==> src/rtl/md_pkg.sv <==
// md_pkg: shared MDOp encodings, MD unit latencies and issue-controller state.
package md_pkg;

    localparam logic [2:0] MD_MULTU = 3'b000;
    localparam logic [2:0] MD_MULT  = 3'b001;
    localparam logic [2:0] MD_DIVU  = 3'b010;
    localparam logic [2:0] MD_DIV   = 3'b011;
    localparam logic [2:0] MD_MADD  = 3'b100;
    localparam logic [2:0] MD_MSUB  = 3'b101;
    localparam logic [2:0] MD_MADDU = 3'b110;
    localparam logic [2:0] MD_MSUBU = 3'b111;

    localparam logic [3:0] MD_MUL_LAT = 4'd4;
    localparam logic [3:0] MD_DIV_LAT = 4'd9;

    typedef enum logic [1:0] {
        IDLE   = 2'd0,
        ISSUED = 2'd1,
        BUSY   = 2'd2
    } md_state_e;

    function automatic logic is_div(input logic [2:0] op);
        return (op == MD_DIVU) || (op == MD_DIV);
    endfunction

endpackage

==> src/rtl/md_issue_ctrl_if.sv <==
// md_issue_ctrl_if: start/busy bus between the issue controller and the MD unit.
interface md_issue_ctrl_if;

    logic        md_start;
    logic [2:0]  md_op;
    logic [31:0] md_a;
    logic [31:0] md_b;
    logic [31:0] md_wd;
    logic        md_mthi;
    logic        md_mtlo;
    logic        md_busy;
    logic [31:0] md_hi;
    logic [31:0] md_lo;

    modport master (
        output md_start, md_op, md_a, md_b,
        output md_wd, md_mthi, md_mtlo,
        input  md_busy, md_hi, md_lo
    );

    modport slave (
        input  md_start, md_op, md_a, md_b,
        input  md_wd, md_mthi, md_mtlo,
        output md_busy, md_hi, md_lo
    );

endinterface

==> src/rtl/md_busy_checker.sv <==
// md_busy_checker: countdown of expected MD busy cycles, sticky protocol_err.
// Only built when MD_ISSUE_CHECK_EN is defined.
`ifdef MD_ISSUE_CHECK_EN
module md_busy_checker
    import md_pkg::*;
(
    input  logic clk,
    input  logic reset,
    input  logic i_start,
    input  logic i_is_div,
    input  logic i_active,
    input  logic i_in_busy,
    input  logic i_busy,
    output logic o_err
);

    logic [3:0] r_cnt;
    logic       r_err;
    logic       w_early;
    logic       w_late;

    assign w_early = i_active & ~i_busy & (r_cnt != 4'd0);
    assign w_late  = i_in_busy & i_busy & (r_cnt == 4'd0);

    always_ff @(posedge clk) begin
        if (reset) begin
            r_cnt <= 4'd0;
            r_err <= 1'b0;
        end else begin
            if (i_start)
                r_cnt <= i_is_div ? MD_DIV_LAT : MD_MUL_LAT;
            else if (r_cnt != 4'd0)
                r_cnt <= r_cnt - 4'd1;
            if (w_early | w_late)
                r_err <= 1'b1;
        end
    end

    assign o_err = r_err;

endmodule
`endif

==> src/rtl/md_issue_ctrl.sv <==
// md_issue_ctrl: E-stage issue/stall controller for the HI/LO mul/div unit.
// Define MD_ISSUE_CHECK_EN to build the busy-protocol checker.
module md_issue_ctrl
    import md_pkg::*;
(
    input  logic            clk,
    input  logic            reset,
    input  logic            e_valid,
    input  logic            e_md_op,
    input  logic [2:0]      e_mdop,
    input  logic            e_mthi,
    input  logic            e_mtlo,
    input  logic            e_mfhi,
    input  logic            e_mflo,
    input  logic [31:0]     e_rs,
    input  logic [31:0]     e_rt,
    md_issue_ctrl_if.master md,
    output logic            stall,
    output logic [31:0]     rd_data,
    output logic            rd_valid,
    output logic            protocol_err
);

    md_state_e r_state;

    logic w_idle;
    logic w_hilo_use;
    logic w_ok;
    logic w_issue;
    logic w_mthi;
    logic w_mtlo;
    logic w_mfhi;
    logic w_mflo;

    assign w_idle     = (r_state == IDLE);
    assign w_hilo_use = e_valid & (e_md_op | e_mthi | e_mtlo
                                   | e_mfhi | e_mflo);
    // Everything is forced quiet while reset is held.
    assign stall = ~reset & w_hilo_use & ~w_idle;
    assign w_ok  = ~reset & e_valid & w_idle;

    always_comb begin
        w_issue = 1'b0;
        w_mthi  = 1'b0;
        w_mtlo  = 1'b0;
        w_mfhi  = 1'b0;
        w_mflo  = 1'b0;
        if (w_ok) begin
            if (e_md_op)     w_issue = 1'b1;
            else if (e_mthi) w_mthi  = 1'b1;
            else if (e_mtlo) w_mtlo  = 1'b1;
            else if (e_mfhi) w_mfhi  = 1'b1;
            else if (e_mflo) w_mflo  = 1'b1;
        end
    end

    assign md.md_start = w_issue;
    assign md.md_op    = w_issue ? e_mdop : 3'd0;
    assign md.md_a     = w_issue ? e_rs : 32'd0;
    assign md.md_b     = w_issue ? e_rt : 32'd0;
    assign md.md_mthi  = w_mthi;
    assign md.md_mtlo  = w_mtlo;
    assign md.md_wd    = (w_mthi | w_mtlo) ? e_rs : 32'd0;

    assign rd_valid = w_mfhi | w_mflo;
    assign rd_data  = w_mfhi ? md.md_hi :
                      w_mflo ? md.md_lo : 32'd0;

    always_ff @(posedge clk) begin
        if (reset) begin
            r_state <= IDLE;
        end else begin
            unique case (r_state)
                IDLE:    if (w_issue) r_state <= ISSUED;
                ISSUED:  r_state <= BUSY;
                BUSY:    if (!md.md_busy) r_state <= IDLE;
                default: r_state <= IDLE;
            endcase
        end
    end

`ifdef MD_ISSUE_CHECK_EN
    md_busy_checker u_chk (
        .clk       (clk),
        .reset     (reset),
        .i_start   (w_issue),
        .i_is_div  (is_div(e_mdop)),
        .i_active  (~w_idle),
        .i_in_busy (r_state == BUSY),
        .i_busy    (md.md_busy),
        .o_err     (protocol_err)
    );
`else
    assign protocol_err = 1'b0;
`endif

endmodule

==> src/flat_wrapper.sv <==
// flat-port wrapper written by rule: the top's interface ports become plain ports
module md_issue_ctrl_flat import md_pkg::*;
  (clk, reset, e_valid, e_md_op, e_mdop, e_mthi, e_mtlo, e_mfhi, e_mflo, e_rs, e_rt, stall, rd_data, rd_valid, protocol_err, md_md_start, md_md_op, md_md_a, md_md_b, md_md_wd, md_md_mthi, md_md_mtlo, md_md_busy, md_md_hi, md_md_lo);
  md_issue_ctrl_if md_i ();
  input  logic clk;
  input  logic reset;
  input  logic e_valid;
  input  logic e_md_op;
  input  logic [2:0] e_mdop;
  input  logic e_mthi;
  input  logic e_mtlo;
  input  logic e_mfhi;
  input  logic e_mflo;
  input  logic [31:0] e_rs;
  input  logic [31:0] e_rt;
  output logic stall;
  output logic [31:0] rd_data;
  output logic rd_valid;
  output logic protocol_err;
  output wire logic [$bits(md_i.md_start)-1:0] md_md_start;
  output wire logic [$bits(md_i.md_op)-1:0] md_md_op;
  output wire logic [$bits(md_i.md_a)-1:0] md_md_a;
  output wire logic [$bits(md_i.md_b)-1:0] md_md_b;
  output wire logic [$bits(md_i.md_wd)-1:0] md_md_wd;
  output wire logic [$bits(md_i.md_mthi)-1:0] md_md_mthi;
  output wire logic [$bits(md_i.md_mtlo)-1:0] md_md_mtlo;
  input wire logic [$bits(md_i.md_busy)-1:0] md_md_busy;
  input wire logic [$bits(md_i.md_hi)-1:0] md_md_hi;
  input wire logic [$bits(md_i.md_lo)-1:0] md_md_lo;
  assign md_md_start = md_i.md_start;
  assign md_md_op = md_i.md_op;
  assign md_md_a = md_i.md_a;
  assign md_md_b = md_i.md_b;
  assign md_md_wd = md_i.md_wd;
  assign md_md_mthi = md_i.md_mthi;
  assign md_md_mtlo = md_i.md_mtlo;
  assign md_i.md_busy = md_md_busy;
  assign md_i.md_hi = md_md_hi;
  assign md_i.md_lo = md_md_lo;
  md_issue_ctrl u_core (.clk(clk), .reset(reset), .e_valid(e_valid), .e_md_op(e_md_op), .e_mdop(e_mdop), .e_mthi(e_mthi), .e_mtlo(e_mtlo), .e_mfhi(e_mfhi), .e_mflo(e_mflo), .e_rs(e_rs), .e_rt(e_rt), .md(md_i), .stall(stall), .rd_data(rd_data), .rd_valid(rd_valid), .protocol_err(protocol_err));
endmodule
==> config.mk <==
export PLATFORM = sky130hd
export DESIGN_NAME = md_issue_ctrl_flat
export DESIGN_NICKNAME = d
export VERILOG_FILES = /design/src/rtl/md_pkg.sv /design/src/rtl/md_issue_ctrl_if.sv /design/src/rtl/md_busy_checker.sv /design/src/rtl/md_issue_ctrl.sv /design/src/flat_wrapper.sv
export SDC_FILE = /design/constraint.sdc
export NUM_CORES = 1
export LEC_CHECK = 0
export CORE_AREA = 2 2 108 110
export CTS_CLUSTER_DIAMETER = 120
export DETAILED_ROUTE_END_ITERATION = 8
export DIE_AREA = 0 0 110 112
export PLACE_DENSITY_LB_ADDON = 0.25
export SLEW_MARGIN = 20
export SYNTH_ARGS = -nofsm -noshare
export SYNTH_HDL_FRONTEND = slang
export SYNTH_SLANG_ARGS = --single-unit
==> constraint.sdc <==
create_clock -name clk -period 1.51 [get_ports clk]
set_input_delay 0.302 -clock clk [delete_from_list [all_inputs] [get_ports clk]]
set_output_delay 0.302 -clock clk [all_outputs]
set_load 0.02 [all_outputs]
Yosys cells after proc, flatten, opt, wreduce, memory -nomap -nowiden:

Index checks and enable logic that the tools add are counted.

* flip-flop bits (word level): 2
* input port bits: 140
* output and inout port bits: 137
* word-level logic and storage cells: 49

* eq/ne operators: 4
* mux-type cells: 29
* bitwise gates (word level): 13
* reduce and logical (&&, ||, !) cells: 2

Operators with widths (number)
* two-way mux 32 bit: 5
* two-way mux 1 bit: 20
* OR 1 bit: 6
* one-hot mux 2 bit (3 select lines): 1
* AND 1 bit: 5
* two-way mux 2 bit: 2
* inequality test 2 bit (second input constant): 2
* two-way mux 3 bit: 1
* == test 2 x 1 -> 1 bit (second input constant): 1
* == test 2 bit (second input constant): 1
* logical NOT 2 bit: 1
* inverter 1 bit: 2
* AND reduction 2 bit: 1

Depth between registers and ports, before layout:

* depth in word-level cells: 8
* depth in mapped cells: 5

Worst setup path before layout:

Ideal clock, no wire load.

* kind: register -> output
* from: register u_core.r_state[0]
* to: output port md_md_wd[0]
* data arrival time: 1815 ps
* data required time: 1208 ps
* slack: -607 ps
* cell stages (with the launch flop): 5
* buffers on the path: 2
* cells stage by stage: dfxtp_1 or4b_1 buf_6 buf_6 nor4_1

* word-level cells in the longest chain between the ends: 5
* elaborated cells between the ends (all ways): 6

RTL lines
* start, declared: RTL line md_issue_ctrl.sv:24 `md_state_e r_state;`
* start signal, assigned: RTL line md_issue_ctrl.sv:71 `r_state <= IDLE;`
* start signal, assigned: RTL line md_issue_ctrl.sv:74 `IDLE: if (w_issue) r_state <= ISSUED;`
* start signal, assigned: RTL line md_issue_ctrl.sv:75 `ISSUED: r_state <= BUSY;`
* logical NOT 2 bit (*): RTL line md_issue_ctrl.sv:35 `assign w_idle = (r_state == IDLE);`
* AND 1 bit (*): RTL line md_issue_ctrl.sv:40 `assign w_ok = ~reset & e_valid & w_idle;`
* two-way mux 1 bit: RTL line md_issue_ctrl.sv:48 `if (w_ok) begin`
* OR 1 bit (*): RTL line md_issue_ctrl.sv:63 `assign md.md_wd = (w_mthi | w_mtlo) ? e_rs : 32'd0;`
* two-way mux 32 bit (*): RTL line md_issue_ctrl.sv:63
* end, declared: RTL line flat_wrapper.sv:24 `output wire logic [$bits(md_i.md_wd)-1:0] md_md_wd;`

Every way passes the cells marked *; elsewhere a longest branch is shown, timed or not.

Worst setup path after layout:

* from: register u_core.r_state[1]
* to: output port rd_data[0]

* word-level cells in the longest chain between the ends: 5
* elaborated cells between the ends (all ways): 6

RTL lines
* logical NOT 2 bit (*): RTL line md_issue_ctrl.sv:35
* AND 1 bit (*): RTL line md_issue_ctrl.sv:40
* two-way mux 1 bit: RTL line md_issue_ctrl.sv:48
* two-way mux 32 bit: RTL line md_issue_ctrl.sv:67 `w_mflo ? md.md_lo : 32'd0;`
* two-way mux 32 bit (*): RTL line md_issue_ctrl.sv:66 `assign rd_data = w_mfhi ? md.md_hi :`
* end, declared: RTL line flat_wrapper.sv:17 `output logic [31:0] rd_data;`

Marks and branches as above.

==> flow_summary.yaml <==
logic_synthesis:
  yosysUniqueCellTypes: 23
  yosys_warnings: 0
  mappedNetlistArea_sq_um: 2000
  synth_top_flop_cell: "dfxtp_1"
  synth-edff-count: 0
  syn_avg_cell_area_sq_um: 6.13
  seq_area_frac_synth_pct: 2.00
  postSynthCellCount: 326
  ys_ff_latch: 2
  synthArstFlopShare_pct: 0
  synth_nets: 466
clock_network:
  cts_tree: "built"
  clock-root-buffer: "clkbuf_16"
  hold_buffers: 0
  clk_pin_slew_ns: 0.03
  worstSkewPairLatency_ns: 0.23
  max-clock-path-buffers: 2
  htreeDepth: 1
  cts_sinks: 2
  cts_buffers: 3
finish:
  seq_area_sq_um: 42.5
  multi_input_area_sq_um: 2950
  final_cell_mix: "clkdlybuf4s50_1, buf_6, inv_1, nor3_4, buf_4"
  largest-register: "u_core.r_state"
  stdcell_area_sq_um: 7380
  largest_reg_flops: 2
  antennaDiodeCount: 0
  layout_commonest_cell: "clkdlybuf4s50_1"
  nFillCells: 872
  drive_gt1_share_pct: 56.6
  reg_top3: "u_core.r_state x2"
  instances_no_fill: 776
  fin_nets: 775
  syn2layout_area_growth_pct: 269
min_path:
  hold_end: "u_core.r_state[1]$_SDFFE_PP0P_"
  min_path_type: "in -> reg"
  hp-start: "reset"
  min_path_cells: 2
outcome:
  outcome: "finished with violations"
  violations: "setup timing"
routing:
  postRouteAntennaNets: 0
  wirelength_um: 13100
  drt-initial-drc-count: 80
  viasPerCell: 4.55
  vias: 3530
  drt_pre_antenna_iters: 4
  routedWlPerCell_um: 16.9
  post-route-drc-count: 0
timing:
  finalClockSkew_ns: 0.00198
  rsz0062_at_grt: "yes"
  hold_slack_ns: 0.429
  period_share_pct: 148
  min_period_ns: 2.23
  fmax_ghz: 0.448
  totalNegativeSetupSlack_ns: -83.66
  setup_ws_ns: -0.723
  setup_violations: 135
  hold_viol_final: 0
  drv_slew: 0
power_and_ir_drop:
  ir_worst_vdd_v: 0.000336
  power.density_nw_per_um2: 303
  p_leak_nw: 2.94
  power_mw: 2.24
critical_path:
  cpMostUsedCell: "buf_6"
  cp_data_arrival_time_ns: 1.93
  crit_family: "buffers and inverters"
  ff2ff_setup_slack_ns: 0.07
  slowest_stage: "or4b_4"
  worstReg2RegEnd: "u_core.r_state[0]$_SDFFE_PP0P_"
  rr_startpoint: "u_core.r_state[1]$_SDFFE_PP0P_"
  worst-setup-path-type: "reg -> out"
  end_kind: "output port"
  cp_max_fo: 6
  ff2ff_path_depth: 4
  cp.buffers_inverters: 4
  start_kind: "flop"
  crit_chain: "or4b_4 > buf_6 > buf_4 > clkbuf_16 > a211oi_4 > buf_6"
  cpPeakStageDelay_ns: 0.57
  cp.required_ns: 1.21
floorplan:
  rows: 39
  num_io_pins: 277
  start_util_pct: 17.9
  die_y_um: 112
  dieWidth_um: 110
  die_area_sq_um: 12300
  core_sq_um: 11200
global_routing:
  grt_pass1_vias: 3691
  grt_usage_pct: 19.3
  grt-ovfl-total: 0
  antenna_found_initial: 0
  grt_max_degree: 34
  grt_pass1_wl_um: 18800
place:
  dp_hpwl_um: 9610
  port_buffers: 275
  post-place-cells: 749
  gp_congestion: 0.770
  place_area_sq_um: 6730
flow_run:
  cap_viol_max_count: 0
[cells in the mapped netlist (2+ instances only)]
cell type	count	area, sq um
nor3_1	28	140
nor2_1	5	18.8
nand2b_1	2	12.5
inv_1	67	251
buf_6	12	135
clkbuf_1	27	101
buf_2	4	20.0
a211oi_1	32	240
nand2_1	32	120
dfxtp_1	2	40.0
nor4_1	32	200
nor3_2	40	400
nand3b_1	33	248
[power by group]
part	internal (mW)	leakage, nW	switching, mW	total, mW
Combinational	0.879	2.88	0.880	1.76
Clock	0.339	0.0370	0.0793	0.418
Sequential	0.0559	0.0172	0.00236	0.0583
Total	1.27	2.94	0.962	2.24
[logic make-up (layout without fill, tap and decap cells)]
group                  after synthesis  after routing  share of synthesized area (%)
DFF                                  2              2                           2.00
buffers and inverters              113            419                           26.2
other                                1              1                          0.188
and+or+nand+nor                    176            177                           58.9
AOI/OAI and AO/OA                   34             34                           12.7
[how the worst max path moves through the flow]
stage                                        start  slack, ns            to  cells past startpoint
finish              u_core.r_state[1]$_SDFFE_PP0P_      -0.72    rd_data[0]                      6
detailed placement                           reset      -1.44  md_md_wd[23]                      5
global route        u_core.r_state[1]$_SDFFE_PP0P_      -0.76  md_md_wd[11]                      6
global placement                           e_valid      -1.41  md_md_wd[30]                      5
CTS                 u_core.r_state[0]$_SDFFE_PP0P_      -0.78  md_md_wd[23]                      4
floorplan                                    reset      -0.34    md_md_a[0]                      5
[repair_timing]
item                       in CTS  in global routing
pin swaps                       6                 20
cloned                          4                  8
gates resized for setup       636                208
setup buffers                   9                  8
setup endpoints to repair     137                136
[area by class of cell]
class | instances | area share, %
Multi-Input combinational cell | 212 | 39.9
Timing Repair Buffer | 348 | 52.6
Sequential cell | 2 | 0.576
Clock buffer | 3 | 1.02
Inverter | 68 | 3.53
Tap cell | 143 | 2.42
[routing by layer]
layer	vias up	share of wire (%)	global-route usage, %
li1	1710	-	-
met1	1642	32	20.1
met2	167	56	37.6
met3	11	10	4.92
met4	0	1.2	3.88
met5	-	0	0
[per-stage QoR]
stage | util [%] | setup WS (ns)
2_1_floorplan | - | -0.335
3_3_place_gp | 60.2 | -1.41
3_5_place_dp | 60.2 | -1.44
4_1_cts | 62.5 | -0.784
5_1_grt | 66.1 | -0.757
6_report | 66.1 | -0.723
No activity file was read; power rests on OpenSTA's default activity.
